## config.mk

```make
export PLATFORM = sky130hd
export DESIGN_NAME = umem_arbiter_flat
export DESIGN_NICKNAME = d
export VERILOG_FILES = /design/src/rtl/umem_arbiter_pkg.sv /design/src/rtl/umem_arbiter_if.sv /design/src/rtl/umem_arb_watchdog.sv /design/src/rtl/umem_arbiter.sv /design/src/flat_wrapper.sv
export SDC_FILE = /design/constraint.sdc
export NUM_CORES = 1
export LEC_CHECK = 0
export CAP_MARGIN = 0
export CORE_MARGIN = 4
export CORE_UTILIZATION = 44
export DETAILED_ROUTE_END_ITERATION = 6
export GPL_TIMING_DRIVEN = 0
export PLACE_DENSITY_LB_ADDON = 0.1
export SLEW_MARGIN = 20
export SYNTH_ARGS = -nofsm -noshare
export SYNTH_HDL_FRONTEND = slang
export SYNTH_HIERARCHICAL = 1
export SYNTH_SLANG_ARGS = --single-unit
export TNS_END_PERCENT = 20
```

## constraint.sdc

```tcl
create_clock -name clk -period 4.8 [get_ports clk]
set_input_delay 0.72 -clock clk [delete_from_list [all_inputs] [get_ports clk]]
set_output_delay 0.72 -clock clk [all_outputs]
set_load 0.005 [all_outputs]
```

## src/rtl/umem_arbiter_pkg.sv

```systemverilog
// Shared constants for the unified-memory arbiter: state encodings, grant ids, default widths.
// The optional watchdog is enabled by defining UMEM_ARB_TIMEOUT_EN.
package umem_arbiter_pkg;

    localparam int XLEN_DEF    = 32;
    localparam int ADDR_W_DEF  = 32;
    localparam int TIMEOUT_DEF = 255;

    typedef logic [1:0] arb_state_t;

    localparam arb_state_t IDLE    = 2'd0;
    localparam arb_state_t GRANT_F = 2'd1;
    localparam arb_state_t GRANT_D = 2'd2;

    localparam logic FETCH = 1'b0;
    localparam logic DATA  = 1'b1;

endpackage

```

## src/rtl/umem_arbiter_if.sv

```systemverilog
// Memory-side req/ack port of the arbiter; master = arbiter, slave = memory.
interface umem_arbiter_if #(
    parameter int XLEN   = 32,
    parameter int ADDR_W = 32
);

    logic              mem_req;
    logic              mem_we;
    logic [ADDR_W-1:0] mem_addr;
    logic [XLEN-1:0]   mem_wdata;
    logic [XLEN-1:0]   mem_rdata;
    logic              mem_ack;

    modport master (
        output mem_req, mem_we, mem_addr, mem_wdata,
        input  mem_rdata, mem_ack
    );

    modport slave (
        input  mem_req, mem_we, mem_addr, mem_wdata,
        output mem_rdata, mem_ack
    );

endinterface

```

## src/rtl/umem_arb_watchdog.sv

```systemverilog
// Grant watchdog: counts cycles while enabled, expires in the TIMEOUT-th cycle of a grant.
// Only instantiated when UMEM_ARB_TIMEOUT_EN is defined.
module umem_arb_watchdog #(
    parameter int TIMEOUT = 255
) (
    input  logic clk,
    input  logic rstn,
    input  logic load,
    input  logic enable,
    output logic expire
);

    localparam int CW = $clog2(TIMEOUT + 1);

    logic [CW-1:0] count;

    always_ff @(posedge clk or negedge rstn) begin
        if (!rstn) begin
            count <= '0;
        end else if (load) begin
            count <= '0;
        end else if (enable && !expire) begin
            count <= count + 1'b1;
        end
    end

    assign expire = enable && (count == CW'(TIMEOUT - 1));

endmodule

```

## src/rtl/umem_arbiter.sv

```systemverilog
// Arbitrates the CPU fetch and load/store paths onto one req/ack memory port.
// Define UMEM_ARB_TIMEOUT_EN to add the grant watchdog and sticky arb_err.
module umem_arbiter
    import umem_arbiter_pkg::*;
#(
    parameter int XLEN    = XLEN_DEF,
    parameter int ADDR_W  = ADDR_W_DEF,
    parameter int TIMEOUT = TIMEOUT_DEF
) (
    input  logic              clk,
    input  logic              rstn,
    input  logic              if_req,
    input  logic [ADDR_W-1:0] if_addr,
    output logic [XLEN-1:0]   if_rdata,
    output logic              if_valid,
    input  logic              d_req,
    input  logic              d_we,
    input  logic [ADDR_W-1:0] d_addr,
    input  logic [XLEN-1:0]   d_wdata,
    output logic [XLEN-1:0]   d_rdata,
    output logic              d_valid,
    output logic              cpu_stall,
    umem_arbiter_if.master    mem,
    output logic              arb_err
);

    arb_state_t      state;
    logic            last_grant;
    logic            f_pend;
    logic            d_pend;
    logic            grant_d;
    logic            grant_f;
    logic            timed_out;
    logic            done;
    logic [XLEN-1:0] resp_data;

    // A request whose valid is pulsing right now has already been served.
    assign f_pend    = if_req & ~if_valid;
    assign d_pend    = d_req & ~d_valid;
    assign cpu_stall = f_pend | d_pend;

    assign grant_d = d_pend & ~((last_grant == DATA) & f_pend);
    assign grant_f = f_pend & ~grant_d;

`ifdef UMEM_ARB_TIMEOUT_EN
    umem_arb_watchdog #(
        .TIMEOUT (TIMEOUT)
    ) u_watchdog (
        .clk    (clk),
        .rstn   (rstn),
        .load   (state == IDLE),
        .enable (state != IDLE),
        .expire (timed_out)
    );

    assign resp_data = mem.mem_ack ? mem.mem_rdata : '0;

    always_ff @(posedge clk or negedge rstn) begin
        if (!rstn) begin
            arb_err <= 1'b0;
        end else if ((state != IDLE) && timed_out && !mem.mem_ack) begin
            arb_err <= 1'b1;
        end
    end
`else
    logic [31:0] timeout_unused;

    assign timeout_unused = 32'(TIMEOUT);
    assign timed_out      = 1'b0;
    assign resp_data      = mem.mem_rdata;
    assign arb_err        = 1'b0;
`endif

    assign done = (state != IDLE) & (mem.mem_ack | timed_out);

    always_ff @(posedge clk or negedge rstn) begin
        if (!rstn) begin
            state         <= IDLE;
            last_grant    <= FETCH;
            mem.mem_req   <= 1'b0;
            mem.mem_we    <= 1'b0;
            mem.mem_addr  <= '0;
            mem.mem_wdata <= '0;
            if_rdata      <= '0;
            d_rdata       <= '0;
            if_valid      <= 1'b0;
            d_valid       <= 1'b0;
        end else begin
            if_valid <= 1'b0;
            d_valid  <= 1'b0;
            case (state)
                IDLE: begin
                    if (grant_d) begin
                        state         <= GRANT_D;
                        last_grant    <= DATA;
                        mem.mem_req   <= 1'b1;
                        mem.mem_we    <= d_we;
                        mem.mem_addr  <= d_addr;
                        mem.mem_wdata <= d_wdata;
                    end else if (grant_f) begin
                        state        <= GRANT_F;
                        last_grant   <= FETCH;
                        mem.mem_req  <= 1'b1;
                        mem.mem_we   <= 1'b0;
                        mem.mem_addr <= if_addr;
                    end
                end
                GRANT_F: begin
                    if (done) begin
                        state       <= IDLE;
                        mem.mem_req <= 1'b0;
                        mem.mem_we  <= 1'b0;
                        if_rdata    <= resp_data;
                        if_valid    <= 1'b1;
                    end
                end
                GRANT_D: begin
                    if (done) begin
                        state       <= IDLE;
                        mem.mem_req <= 1'b0;
                        mem.mem_we  <= 1'b0;
                        d_rdata     <= resp_data;
                        d_valid     <= 1'b1;
                    end
                end
                default: begin
                    state       <= IDLE;
                    mem.mem_req <= 1'b0;
                    mem.mem_we  <= 1'b0;
                end
            endcase
        end
    end

endmodule

```

## src/flat_wrapper.sv

```systemverilog
// flat-port wrapper written by rule: the top's interface ports become plain ports
module umem_arbiter_flat import umem_arbiter_pkg::*;
#(
    parameter int XLEN    = XLEN_DEF,
    parameter int ADDR_W  = ADDR_W_DEF,
    parameter int TIMEOUT = TIMEOUT_DEF
)
  (clk, rstn, if_req, if_addr, if_rdata, if_valid, d_req, d_we, d_addr, d_wdata, d_rdata, d_valid, cpu_stall, arb_err, mem_mem_req, mem_mem_we, mem_mem_addr, mem_mem_wdata, mem_mem_rdata, mem_mem_ack);
  umem_arbiter_if #(.XLEN(XLEN), .ADDR_W(ADDR_W)) mem_i ();
  input  logic clk;
  input  logic rstn;
  input  logic if_req;
  input  logic [ADDR_W-1:0] if_addr;
  output logic [XLEN-1:0] if_rdata;
  output logic if_valid;
  input  logic d_req;
  input  logic d_we;
  input  logic [ADDR_W-1:0] d_addr;
  input  logic [XLEN-1:0] d_wdata;
  output logic [XLEN-1:0] d_rdata;
  output logic d_valid;
  output logic cpu_stall;
  output logic arb_err;
  output wire logic [$bits(mem_i.mem_req)-1:0] mem_mem_req;
  output wire logic [$bits(mem_i.mem_we)-1:0] mem_mem_we;
  output wire logic [$bits(mem_i.mem_addr)-1:0] mem_mem_addr;
  output wire logic [$bits(mem_i.mem_wdata)-1:0] mem_mem_wdata;
  input wire logic [$bits(mem_i.mem_rdata)-1:0] mem_mem_rdata;
  input wire logic [$bits(mem_i.mem_ack)-1:0] mem_mem_ack;
  assign mem_mem_req = mem_i.mem_req;
  assign mem_mem_we = mem_i.mem_we;
  assign mem_mem_addr = mem_i.mem_addr;
  assign mem_mem_wdata = mem_i.mem_wdata;
  assign mem_i.mem_rdata = mem_mem_rdata;
  assign mem_i.mem_ack = mem_mem_ack;
  umem_arbiter #(.XLEN(XLEN), .ADDR_W(ADDR_W), .TIMEOUT(TIMEOUT)) u_core (.clk(clk), .rstn(rstn), .if_req(if_req), .if_addr(if_addr), .if_rdata(if_rdata), .if_valid(if_valid), .d_req(d_req), .d_we(d_we), .d_addr(d_addr), .d_wdata(d_wdata), .d_rdata(d_rdata), .d_valid(d_valid), .cpu_stall(cpu_stall), .mem(mem_i), .arb_err(arb_err));
endmodule
```

==> results.cfg, run 1 <==
[status]
outcome = finished, final reports clean

[synth]
seq_area_frac_synth_pct = 61.04
synth_top_area_share_pct = 61.04
synth_area_per_cell_um2 = 13.21
synth_top_cell_by_area = dfrtp_1
ys_ff_latch = 135
synth_edf_count = 0
synth_cells = 419
ys_types = 29
synth_warnings = 6
async_reset_ff_share_pct = 100.0
synthesis.nets = 556
synth_area_um2 = 5534
synthFlopType = dfrtp_1
synth_area_leaders = dfrtp_1, mux2_1, mux2_4

[sta]
clock_skew_ns = 0.006722
slew_violations = 0
slew_headroom_pct = 65.12
timing.hold.ws_ns = 0.2501
period_share_pct = 58.20
period_needed_ns = 2.794
rsz0062_at_grt = false
finalSetupViolCount = 0
tightestPinTransition_ns = 0.5232
fmax_mhz = 357.9
hold_viol = 0

[setup_path]
slowest_delay_ns = 0.58
crit_fanout = 4
cp_num_buf_inv = 2
crit_path_top_delay_cell = clkdlybuf4s50_1
worstPathCellList = clkdlybuf4s50_1 > nand2b_1 > nand2_1 > clkdlybuf4s50_1
crit_path_frequent_cell = clkdlybuf4s50_1
cpLargestDelayFamily = buffers and inverters
cp.arrival_ns = 2.07
required_ns = 4.08
start_kind = input port
cp-end-kind = primary output
critical_path_class = in2out

[hold_path]
hold_class = in2async

[placement]
gp_congestion = 0.8023
port_buffers = 266
place_inst = 854
place_hpwl_um = 11660
placed_cell_area_um2 = 8439

[floorplanning]
initial_core_util_pct = 45.50
core_area_um2 = 12160
rows = 40
num_io_pins = 268
die_area_um2 = 14440
chipWidth_um = 120.2
chipHeight_um = 120.2

[global_route]
overflow = 0
met3_usage_pct = 10.46
grt_pass1_vias = 4709
grt_max_degree = 69
grt.total_usage_pct = 22.09
use_met2_pct = 36.64
gr-max-usage-layer = met2
use_met1_pct = 24.65
grt_pass1_wl_um = 24540
antenna_found_initial = 0

[clocking]
cts.sinks = 135
cts_root_buffer = clkbuf_16
cts_resized = 0
cts_htree_levels = 4
cts_max_path_buffers = 2
cts_setup_buffers = 0
clock_latency_ns = 0.41
cts_tree = built
cts_buffers = 17
cts_hold_buf = 0
path_clk_slew_ns = 0.06

[cells_and_area]
ff_latch_area_um2 = 3378
stdcell_count = 885
design_area_um2 = 9039
final_common_cell = clkdlybuf4s50_1
fillers = 806
layout.nets = 842
area_growth_syn_to_layout_pct = 63.33
multiInputGateArea_um2 = 1964
drive_above_1_share_pct = 13.53
mostFrequentLayoutCells = clkdlybuf4s50_1, dfrtp_1, nand2_1, mux2_1, nor2_1
diodes = 0

[routing]
drtPass1Iterations = 5
vias = 4288
drc = 0
wl_per_cell_um = 17.36
ant_nets = 0
drt-initial-drc-count = 217
viasPerCell = 4.845
routed_wl_um = 15370

[power_and_ir_drop]
power_frac_comb_pct = 42.6
power_switching_share_pct = 28.03
p_clk_share_pct = 22.7
power.switching_w = 0.001619
cellPowerDensity_nw_per_um2 = 638.8
power.leakage_nw = 3.947
vdd_ir_drop_max_mv = 0.3237
p_int_w = 0.004156
p_seq_share_pct = 34.7

[job]
cap_violations = 0
==> cell usage after synthesis, types with 2 or more instances <==
cell type / n
dfrtp_1: 135
nand2_1: 66
mux2_1: 59
nor2_1: 33
a31oi_1: 32
mux2_4: 29
buf_2: 15
mux2_2: 8
inv_1: 7
buf_6: 6
ha_1: 3
nand2_2: 3
nand2b_1: 3
buf_4: 2
nand3b_1: 2
nor2b_2: 2
o21ai_0: 2
==> kinds of logic (layout without fill, tap and decap cells) <==
group,after synthesis,count (layout),share of synthesized area [%]
AOI/OAI and AO/OA,40,40,4.590
adders and majority gates,3,3,0.6783
buffers and inverters,32,330,3.459
DFF,135,135,61.04
muxes,96,96,21.50
other,1,1,0.06776
and+or+nand+nor,112,112,8.659
==> worst reg2reg max path: cells and delay by family, from the launching register on <==
kind                       cells  cell delay, ns
adders and majority gates      1            0.27
DFF                            1            0.38
and+or+nand+nor                2            0.23
muxes                          1            0.36
buffers and inverters          2            0.40
==> path summary, 6_finish.rpt <==
kind                                         startpoint                      end  slack [ns]  cells after the start
worst min-delay path                               rstn      u_core/if_rdata[19]        0.25                      1
min in group clk                u_core/mem.mem_wdata[1]  u_core/mem.mem_wdata[1]        0.48                      1
worst min register to register  u_core/mem.mem_wdata[1]  u_core/mem.mem_wdata[1]        0.48                      1
worst max register to register          u_core/state[0]       u_core/if_rdata[2]        3.05                      6
worst max-delay path                             if_req                cpu_stall        2.01                      4
max in group asynchronous                          rstn   u_core/mem.mem_addr[5]        3.84                      2
==> power groups by stage <==
stage | combinational, W | sequential, W | clock, W
floorplan | 0.000920 | 0.00205 | 0
global placement | 0.00243 | 0.00199 | 0
detailed placement | 0.00248 | 0.00202 | 0
CTS | 0.00250 | 0.00201 | 0.00134
global route | 0.00266 | 0.00208 | 0.00139
finish | 0.00246 | 0.00200 | 0.00131
==> final cells by class <==
cell class,count,share of cell area [%]
Sequential cell,135,37.38
Timing Repair Buffer,267,29.82
Multi-Input combinational cell,252,21.73
Clock buffer,23,5.288
Tap cell,168,2.326
Buffer,25,1.827
Clock inverter,8,1.343
Inverter,7,0.2907
==> sequential cells by signal (all words and copies together), names as in the netlist <==
register and count:
u_core/mem.mem_addr 32, u_core/if_rdata 32, u_core/d_rdata 32, u_core/mem.mem_req 1, u_core/if_valid 1, u_core/mem.mem_wdata 32, u_core/mem.mem_we 1, u_core/state 2
u_core/last_grant 1, u_core/d_valid 1
==> per-stage QoR <==
step | util, % | TNS (ns) | power, W | worst slack, ns
2_1_floorplan | - | 0 | 0.002966 | 3.047
3_3_place_gp | 69.13 | -283.05 | 0.004424 | -2.105
3_5_place_dp | 69.39 | 0 | 0.004501 | 2.016
4_1_cts | 74.32 | 0 | 0.005849 | 2.005
5_1_grt | 74.32 | 0 | 0.006134 | 1.919
6_report | 74.32 | 0 | 0.005774 | 2.006
==> layer usage <==
layer	share of wire, %	up-vias	wire length (um)
li1	-	2007	-
met1	38	2061	5888
met2	49	193	7489
met3	11	27	1635
met4	2.3	0	355
met5	0	-	0
No activity file was read; power rests on OpenSTA's default activity.
==> run 2: changes to the inputs <==
- CORE_UTILIZATION: 44 -> 37
- clock period: 4.8 -> 2.3 ns (I/O delays scaled with it)
==> run 2 against run 1 <==
Critical path depth stayed put. Total power rose by 100%. Routed wire length is 0.52% lower. Hold slack improved by 0.20 ns. Sequential share of layout area is essentially flat. Die area rose by 18%. Sequential power grew 110%. Global-route usage fell by 4.0 points. Non-clock buffer count is 1 higher. Critical endpoint unchanged. Clock skew grew 0.0022 ns. Combinational power up 110%.
==> results.cfg, run 2 (same netlist as run 1, synthesis figures left out) <==
[clocking]
cts_resized = 0
cts_buffers = 17
path_clk_slew_ns = 0.05
cts_max_path_buffers = 2
cts_root_buffer = clkbuf_16
cts_tree = built
cts_setup_buffers = 0
cts_htree_levels = 4
cts.sinks = 135
clock_latency_ns = 0.41

[sta]
period_share_pct = 88.21
period_needed_ns = 2.029
slew_violations = 0
hold_viol = 0
rsz0062_at_grt = false
clock_skew_ns = 0.008937
fmax_mhz = 492.9
finalSetupViolCount = 0

[setup_path]
crit_fanout = 4
start_kind = input port
critical_path_class = in2out
reg2reg_slack_ns = 0.49
r2r_end = u_core/if_rdata[19]
cp.arrival_ns = 1.68
cp-end-kind = primary output
ff2ff_path_depth = 6
required_ns = 1.96
r2r_start = u_core/state[1]

[floorplanning]
die_area_um2 = 16980
rows = 44
core_area_um2 = 14590
chipWidth_um = 130.3
initial_core_util_pct = 37.93
chipHeight_um = 130.3
num_io_pins = 268

[cells_and_area]
area_growth_syn_to_layout_pct = 63.12
drive_above_1_share_pct = 13.67
final_common_cell = clkdlybuf4s50_1
layout.nets = 843
diodes = 0
mostFrequentLayoutCells = clkdlybuf4s50_1, dfrtp_1, nand2_1, mux2_1, nor2_1
stdcell_count = 901
design_area_um2 = 9027

[routing]
wl_per_cell_um = 16.97
routed_wl_um = 15290
drc = 0
viasPerCell = 4.674
drt-initial-drc-count = 112
vias = 4211
ant_nets = 0
drtPass1Iterations = 4

[placement]
placed_cell_area_um2 = 8459
place_inst = 870
place_hpwl_um = 11690
port_buffers = 266
gp_congestion = 0.7808

[global_route]
overflow = 0
grt.total_usage_pct = 18.05
grt_max_degree = 83
grt_pass1_vias = 4486
grt_pass1_wl_um = 23540
antenna_found_initial = 0

[power_and_ir_drop]
vdd_ir_drop_max_mv = 0.5581
power.leakage_nw = 3.932
cellPowerDensity_nw_per_um2 = 1308

[job]
cap_violations = 0

[hold_path]
hold_class = in2async

[status]
outcome = finished, final reports clean
-- run 2: changes by cell type in the layout (fill, tap and decap cells not counted) --
cell / before / now
dlygate4sd3_1: 0 / 1
clkbuf_1: 4 / 2
bufinv_16: 3 / 1
clkinv_2: 3 / 4
clkinvlp_4: 1 / 2
clkbuf_8: 3 / 4
-- run 2: worst max-delay path, cell delays in order --
cell and delay [ns]:
clkdlybuf4s50_1 0.53, nand2b_1 0.13, nand2_1 0.13, clkdlybuf4s50_1 0.54
-- run 2: power breakdown --
group,switching (W),total (W),leakage (nW),internal [W]
registers,0.000613,0.00418,1.61,0.00356
clock network,0.000945,0.00253,0.274,0.00158
logic,0.00178,0.00510,2.05,0.00333
total,0.00333,0.0118,3.93,0.00847
-- run 2: layout make-up --
type                    count  area (um^2)
fillers                  1187         5562
repair buffers            268         2705
flip-flops and latches    135         3378
clock buffers              22        484.2
plain buffers              25        165.2
well taps                 184        230.2
inverters                   7        26.28
clock inverters             8        73.82
multi-input cells         252         1964
-- run 2: worst max path at each step --
stage                    start                       end  slack (ns)  cells past startpoint
6_report                if_req                 cpu_stall        0.27                      4
5_1_grt         u_core/d_valid                 cpu_stall        0.20                      3
4_1_cts                 if_req                 cpu_stall        0.25                      4
3_5_place_dp            if_req                 cpu_stall        0.27                      4
3_3_place_gp              rstn   u_core/mem.mem_addr[17]       -4.41                      1
2_1_floorplan  u_core/state[0]  u_core/mem.mem_wdata[10]        0.74                      6
-- run 2: metrics by stage --
stage / setup TNS (ns) / setup WS (ns) / util (%) / hold slack (ns) / power [W]
CTS: 0 / 0.2459 / 61.88 / 0.4477 / 0.01200
finish: 0 / 0.2712 / 61.88 / 0.4505 / 0.01181
global route: 0 / 0.1970 / 61.88 / 0.4718 / 0.01258
floorplan: 0 / 0.7394 / - / 0.04941 / 0.006190
global placement: -594.37 / -4.413 / 57.76 / 0.4695 / 0.009257
detailed placement: 0 / 0.2655 / 57.98 / 0.2917 / 0.009396
-- run 2: repair_timing --
action,4_1_cts,5_1_grt
hold buffers,1,0
setup endpoints to repair,0,0
endpoints found under the hold margin,53,0
-- run 2: metal layers --
layer,GRT usage (%),vias up,share of wire [%]
li1,-,2001,-
met5,0,-,0
met3,8.555,19,11
met1,21.16,2010,39
met2,29.21,181,48
met4,6.174,0,1.6
